### src/rtl/mac_feed16_if.sv
// Load/stream bundle for mac_feed16.
// The slave modport is the producer block itself; the master modport is whoever
// feeds load beats and drains the product stream.
interface mac_feed16_if #(
    parameter int XW = 8,
    parameter int WW = 12,
    parameter int BW = 8
);
    localparam int DW = XW + WW;

    logic          ld_valid;
    logic          ld_ready;
    logic [XW-1:0] ld_x;
    logic [WW-1:0] ld_w;
    logic [BW-1:0] ld_b;

    logic          out_valid;
    logic          out_ready;
    logic [DW-1:0] dout;
    logic [BW-1:0] b_out;
    logic          out_first;
    logic          out_last;

    modport slave (
        input  ld_valid, ld_x, ld_w, ld_b, out_ready,
        output ld_ready, out_valid, dout, b_out, out_first, out_last
    );

    modport master (
        output ld_valid, ld_x, ld_w, ld_b, out_ready,
        input  ld_ready, out_valid, dout, b_out, out_first, out_last
    );
endinterface

### src/rtl/mac_feed16.sv
// mac_feed16: buffers one neuron frame (N activation/weight pairs + bias) and
// streams the N signed products to the accumulator, framed by first/last.
// Build option: define MAC_FEED_DBUF_EN for two ping-pong banks so the next
// frame loads while the current one streams; undefined gives a single bank.
//
// Stream FSM:
//   state     | meaning
//   ST_LOAD   | output register empty (out_valid=0), waiting for a full bank
//   ST_STREAM | output register holds a valid product beat
//
// Banks are tracked by three pointers: lb (bank being loaded), ib (bank whose
// next beat goes into the output register) and sb (bank of the beat currently
// in the output register). A bank stays "full" until its last beat handshakes,
// which is what throttles ld_ready. In single-bank builds all pointers stay 0.
module mac_feed16 #(
    parameter int N  = 16,
    parameter int XW = 8,
    parameter int WW = 12,
    parameter int BW = 8
) (
    input  logic        clk,
    input  logic        rst,
    mac_feed16_if.slave bus
);
    localparam int DW = XW + WW;
    localparam int CW = $clog2(N);
`ifdef MAC_FEED_DBUF_EN
    localparam logic DBUF = 1'b1;
`else
    localparam logic DBUF = 1'b0;
`endif

    typedef enum logic {ST_LOAD, ST_STREAM} state_t;

    state_t        state_q, state_d;
    logic [CW-1:0] lcnt_q, lcnt_d;
    logic [CW-1:0] scnt_q, scnt_d;
    logic          lb_q, lb_d, ib_q, ib_d, sb_q, sb_d;
    logic [1:0]    full_q, full_d;
    logic [1:0]    rdy_q, rdy_d;
    logic [DW-1:0] dout_q, dout_d;
    logic [BW-1:0] bout_q, bout_d;
    logic          first_q, first_d, last_q, last_d;

    logic [XW-1:0] mem_x_q [2][N];
    logic [WW-1:0] mem_w_q [2][N];
    logic [BW-1:0] bias_q  [2];

    logic          ld_fire, ld_done, out_fire, last_fire, adv;
    logic          issue_ok, issue, issue_last;
    logic [XW-1:0] rd_x;
    logic [WW-1:0] rd_w;
    logic [DW-1:0] prod;

    assign bus.ld_ready = ~full_q[lb_q];
    assign ld_fire      = bus.ld_valid & ~full_q[lb_q];
    assign ld_done      = ld_fire & (lcnt_q == CW'(N - 1));
    assign out_fire     = (state_q == ST_STREAM) & bus.out_ready;
    assign last_fire    = out_fire & last_q;
    assign adv          = (state_q != ST_STREAM) | bus.out_ready;
    // A bank completing this very cycle may feed the output register at once;
    // its beat 0 was written on an earlier edge.
    assign issue_ok     = rdy_q[ib_q] | (ld_done & (lb_q == ib_q));
    assign issue        = adv & issue_ok;
    assign issue_last   = issue & (scnt_q == CW'(N - 1));

    assign rd_x = mem_x_q[ib_q][scnt_q];
    assign rd_w = mem_w_q[ib_q][scnt_q];
    // Both operands sign-extended to DW; the full product always fits in DW bits.
    assign prod = {{WW{rd_x[XW-1]}}, rd_x} * {{XW{rd_w[WW-1]}}, rd_w};

    // Buffer RAM and per-bank bias: written on accepted load beats, never cleared.
    always_ff @(posedge clk) begin
        if (ld_fire) begin
            mem_x_q[lb_q][lcnt_q] <= bus.ld_x;
            mem_w_q[lb_q][lcnt_q] <= bus.ld_w;
            if (lcnt_q == '0) begin
                bias_q[lb_q] <= bus.ld_b;
            end
        end
    end

    // Next-state: load/stream counters, bank bookkeeping and output register.
    always_comb begin
        state_d = state_q;
        lcnt_d  = lcnt_q;
        scnt_d  = scnt_q;
        lb_d    = lb_q;
        ib_d    = ib_q;
        sb_d    = sb_q;
        full_d  = full_q;
        rdy_d   = rdy_q;
        dout_d  = dout_q;
        bout_d  = bout_q;
        first_d = first_q;
        last_d  = last_q;

        if (ld_fire) begin
            lcnt_d = lcnt_q + 1'b1;
        end
        if (ld_done) begin
            full_d[lb_q] = 1'b1;
            rdy_d[lb_q]  = 1'b1;
            lb_d         = lb_q ^ DBUF;
        end
        if (last_fire) begin
            full_d[sb_q] = 1'b0;
            sb_d         = sb_q ^ DBUF;
        end
        if (issue) begin
            state_d = ST_STREAM;
            scnt_d  = scnt_q + 1'b1;
            dout_d  = prod;
            bout_d  = bias_q[ib_q];
            first_d = (scnt_q == '0);
            last_d  = (scnt_q == CW'(N - 1));
        end else if (adv) begin
            state_d = ST_LOAD;
        end
        if (issue_last) begin
            rdy_d[ib_q] = 1'b0;
            ib_d        = ib_q ^ DBUF;
        end
    end

    // State register with asynchronous reset; a reset discards any frame in flight.
    always_ff @(posedge clk or posedge rst) begin
        if (rst) begin
            state_q <= ST_LOAD;
            lcnt_q  <= '0;
            scnt_q  <= '0;
            lb_q    <= 1'b0;
            ib_q    <= 1'b0;
            sb_q    <= 1'b0;
            full_q  <= '0;
            rdy_q   <= '0;
            dout_q  <= '0;
            bout_q  <= '0;
            first_q <= 1'b0;
            last_q  <= 1'b0;
        end else begin
            state_q <= state_d;
            lcnt_q  <= lcnt_d;
            scnt_q  <= scnt_d;
            lb_q    <= lb_d;
            ib_q    <= ib_d;
            sb_q    <= sb_d;
            full_q  <= full_d;
            rdy_q   <= rdy_d;
            dout_q  <= dout_d;
            bout_q  <= bout_d;
            first_q <= first_d;
            last_q  <= last_d;
        end
    end

    assign bus.out_valid = (state_q == ST_STREAM);
    assign bus.dout      = dout_q;
    assign bus.b_out     = bout_q;
    assign bus.out_first = first_q;
    assign bus.out_last  = last_q;
endmodule
### src/flat_wrapper.sv
// flat-port wrapper written by rule: the top's interface ports become plain ports
module mac_feed16_flat 
#(
    parameter int N  = 16,
    parameter int XW = 8,
    parameter int WW = 12,
    parameter int BW = 8
)
  (clk, rst, bus_ld_valid, bus_ld_x, bus_ld_w, bus_ld_b, bus_out_ready, bus_ld_ready, bus_out_valid, bus_dout, bus_b_out, bus_out_first, bus_out_last);
  mac_feed16_if #(.XW(XW), .WW(WW), .BW(BW)) bus_i ();
  input  logic clk;
  input  logic rst;
  input wire logic [$bits(bus_i.ld_valid)-1:0] bus_ld_valid;
  input wire logic [$bits(bus_i.ld_x)-1:0] bus_ld_x;
  input wire logic [$bits(bus_i.ld_w)-1:0] bus_ld_w;
  input wire logic [$bits(bus_i.ld_b)-1:0] bus_ld_b;
  input wire logic [$bits(bus_i.out_ready)-1:0] bus_out_ready;
  output wire logic [$bits(bus_i.ld_ready)-1:0] bus_ld_ready;
  output wire logic [$bits(bus_i.out_valid)-1:0] bus_out_valid;
  output wire logic [$bits(bus_i.dout)-1:0] bus_dout;
  output wire logic [$bits(bus_i.b_out)-1:0] bus_b_out;
  output wire logic [$bits(bus_i.out_first)-1:0] bus_out_first;
  output wire logic [$bits(bus_i.out_last)-1:0] bus_out_last;
  assign bus_i.ld_valid = bus_ld_valid;
  assign bus_i.ld_x = bus_ld_x;
  assign bus_i.ld_w = bus_ld_w;
  assign bus_i.ld_b = bus_ld_b;
  assign bus_i.out_ready = bus_out_ready;
  assign bus_ld_ready = bus_i.ld_ready;
  assign bus_out_valid = bus_i.out_valid;
  assign bus_dout = bus_i.dout;
  assign bus_b_out = bus_i.b_out;
  assign bus_out_first = bus_i.out_first;
  assign bus_out_last = bus_i.out_last;
  mac_feed16 #(.N(N), .XW(XW), .WW(WW), .BW(BW)) u_core (.clk(clk), .rst(rst), .bus(bus_i));
endmodule
### config.mk
export PLATFORM = sky130hd
export DESIGN_NAME = mac_feed16_flat
export DESIGN_NICKNAME = d
export VERILOG_FILES = /design/src/rtl/mac_feed16_if.sv /design/src/rtl/mac_feed16.sv /design/src/flat_wrapper.sv
export SDC_FILE = /design/constraint.sdc
export NUM_CORES = 1
export LEC_CHECK = 0
export CELL_PAD_IN_SITES_DETAIL_PLACEMENT = 0
export CELL_PAD_IN_SITES_GLOBAL_PLACEMENT = 1
export CORE_MARGIN = 2
export CORE_UTILIZATION = 45
export CTS_BUF_LIST = sky130_fd_sc_hd__clkbuf_8
export CTS_CLUSTER_DIAMETER = 80
export DETAILED_ROUTE_END_ITERATION = 8
export HOLD_SLACK_MARGIN = 0.03
export PLACE_DENSITY = 0.81
export SLEW_MARGIN = 25
export SYNTH_ARGS = -nofsm -noshare
export SYNTH_HDL_FRONTEND = slang
export SYNTH_SLANG_ARGS = --single-unit
### constraint.sdc
create_clock -name clk -period 7.7 [get_ports clk]
set_input_delay 1.54 -clock clk [delete_from_list [all_inputs] [get_ports clk]]
set_output_delay 1.54 -clock clk [all_outputs]
set_load 0.03 [all_outputs]
==> flow_summary.json <==
{
  "status": "finished, final reports clean",
  "seq_area_frac_synth": 0.609,
  "clkSinkCount": 369,
  "synth_common_cells": "328 x edfxtp_1, 113 x inv_1, 106 x nand2_1",
  "slew_headroom": 0.333,
  "finalHoldViolations": 0,
  "syn_inst": 1124,
  "synth_fp_nets": 1278,
  "wl_mm": 36.2,
  "worstMarginPinSlew_ns": 0.998,
  "clk_latency_ns": 0.63,
  "slew_violations": 0,
  "endpoint_kind": "flip-flop",
  "yosys-top-cells-area": "edfxtp_1 55%, fa_1 8.9%, mux4_2 8.6%, dfrtp_1 5.7%, ha_1 3.0%",
  "drt_iter0_markers": 857,
  "cts_tree": "built",
  "worstPathRequired_ns": 8.21,
  "setup_viol": 0,
  "path_class": "reg -> reg",
  "synth_top_area_frac": 0.552,
  "coreArea_um2": 38900,
  "synth-edff-count": 328,
  "cts_setup_buffers": 0,
  "wire_per_inst_um": 20.2,
  "num-fill-cells": 3223,
  "die_y_um": 203,
  "post_cts_resize_count": 0,
  "cts_hold_buf": 0,
  "clk_pin_slew_ns": 0.06,
  "synth_area_leader_cell": "edfxtp_1",
  "crit_fanout": 27,
  "boundaryPins": 64,
  "max_freq_mhz": 151,
  "routed_via_density": 5.30,
  "hpwl_mm": 22.1,
  "grt_pass1_wl_mm": 56.3,
  "h-tree-depth": 2,
  "synth-seq-cells": 369,
  "cts_buffer_depth": 3,
  "start_util": 0.459,
  "num_vias": 9503,
  "gp_congestion": 0.776,
  "fin_nets": 1379,
  "rsz0062_at_grt": "no",
  "setup-tns-final_ns": 0,
  "crit_path_start_kind": "flip-flop",
  "grt_overflow": 0,
  "grt_pass1_vias": 9845,
  "yosysUniqueCellTypes": 54,
  "synthArstFlopShare": 0.111,
  "skew_ns": 0.0287,
  "dieArea_um2": 41300,
  "rows": 72,
  "dr.pass1.iters": 5,
  "cts-root-buf": "clkbuf_8",
  "syn2layout_area_growth_pct": 13.2,
  "synth_ff_type": "edfxtp_1",
  "r2r_cells": 21,
  "rrSetupSlack_ns": 1.07,
  "grt_max_degree": 49,
  "final_antenna_net_count": 0,
  "antenna_found_initial": 0,
  "min_path_cells": 2,
  "period_needed_ns": 6.63,
  "post-place-ws_ns": 1.04,
  "yosys_warnings": 0,
  "cap_violations": 0,
  "gr-usage-all-layers": 0.181,
  "hold_class": "reg -> reg",
  "port_buffers": 63,
  "cts_buffers": 57,
  "timing.final.ws_setup_ns": 1.07,
  "syn_area_per_cell_um2": 15.9,
  "n_antenna_cell": 0,
  "min_period_over_period": 0.860,
  "die_w_um": 203,
  "drive_gt1_frac": 0.177,
  "worstPathArrival_ns": 7.13,
  "yosysMostFrequentCell": "edfxtp_1",
  "drc": 0,
  "syn-cell-area_um2": 17800
}
## metal layers
layer / vias up / track usage / routed length, um
li1: 4257 / - / -
met1: 4881 / 0.241 / 15400
met2: 293 / 0.306 / 18000
met3: 72 / 0.0334 / 2020
met4: 0 / 0.0524 / 809
met5: - / 0 / 0
## critical path: stages (launching register included)
cell and delay, ns:
dfrtp_4 0.79, buf_12 0.27, buf_4 0.24, mux4_1 0.59, mux2_2 0.30, o21ai_4 0.26, nor2_1 0.10, fa_1 0.53
inv_1 0.05, fa_1 0.47, inv_1 0.05, fa_1 0.53, inv_1 0.05, fa_1 0.52, inv_1 0.04, ha_1 0.32
o211a_1 0.23, o31a_1 0.12, o41a_1 0.46, a31oi_1 0.24, mux2i_1 0.24, nand2_1 0.07
## cells in the final DEF (no fill, tap or decap), types with 20 or more instances in the layout
cell type / instances
fa_1: 79
dfrtp_1: 37
o21ai_0: 20
buf_4: 25
clkdlybuf4s50_1: 63
nand2_1: 106
mux4_2: 68
inv_1: 131
edfxtp_1: 328
nand3_1: 23
clkbuf_8: 58
nor2_1: 79
ha_1: 43
## area by class of cell
| class | count | area, um2 | area share |
|---|---|---|---|
| Inverter | 114 | 429 | 0.0212 |
| Clock inverter | 50 | 335 | 0.0166 |
| Timing Repair Buffer | 90 | 858 | 0.0425 |
| Tap cell | 518 | 648 | 0.0321 |
| Multi-Input combinational cell | 593 | 6250 | 0.309 |
| Sequential cell | 369 | 10900 | 0.539 |
| Clock buffer | 58 | 798 | 0.0395 |
## cells by family (layout without fill, tap and decap cells)
logic type	count (synthesis)	after routing	share of synthesized area
flops	369	369	0.609
xor+xnor	25	25	0.0123
compound gates	73	73	0.0325
buf+inv	162	312	0.0427
simple gates	273	273	0.0682
mux	100	100	0.116
fa+ha+maj	122	122	0.119
## worst paths after layout
path,endpoint,startpoint
worst max-delay path,u_core.bus.dout[18],u_core.scnt_q[0]
worst min-delay path,u_core.bus.b_out[5],u_core.bias_q[0][5]
worst max register to register,u_core.bus.dout[18],u_core.scnt_q[0]
worst min register to register,u_core.bus.b_out[5],u_core.bias_q[0][5]
max in group asynchronous,u_core.scnt_q[0],rst
min in group asynchronous,u_core.bus.dout[10],rst
## metrics by stage
step | utilization | std cells | hold WS [ns] | instance area (um2)
finish | 0.519 | 1792 | 0.441 | 20200
global route | 0.519 | 1792 | 0.453 | 20200
CTS | 0.519 | 1792 | 0.446 | 20200
detailed placement | 0.490 | 1684 | 0.428 | 19100
global placement | 0.490 | 1684 | 0.418 | 19100
floorplan | - | 1124 | 0.415 | 17800
## flip-flops by register name, summed over array words and instances (netlist names)
register and count:
u_core.full_q 1, u_core.lcnt_q 4, u_core.scnt_q 4, u_core.bus.out_first 1
u_core.bus.dout 20, u_core.bus.b_out 8, u_core.mem_x_q 128, u_core.mem_w_q 192
u_core.bus.out_last 1, u_core.rdy_q 1, u_core.bias_q 8, u_core.bus.out_valid 1
Power is not shown: default switching activity piles up to over one toggle a cycle in this logic, so the estimate is an artifact.
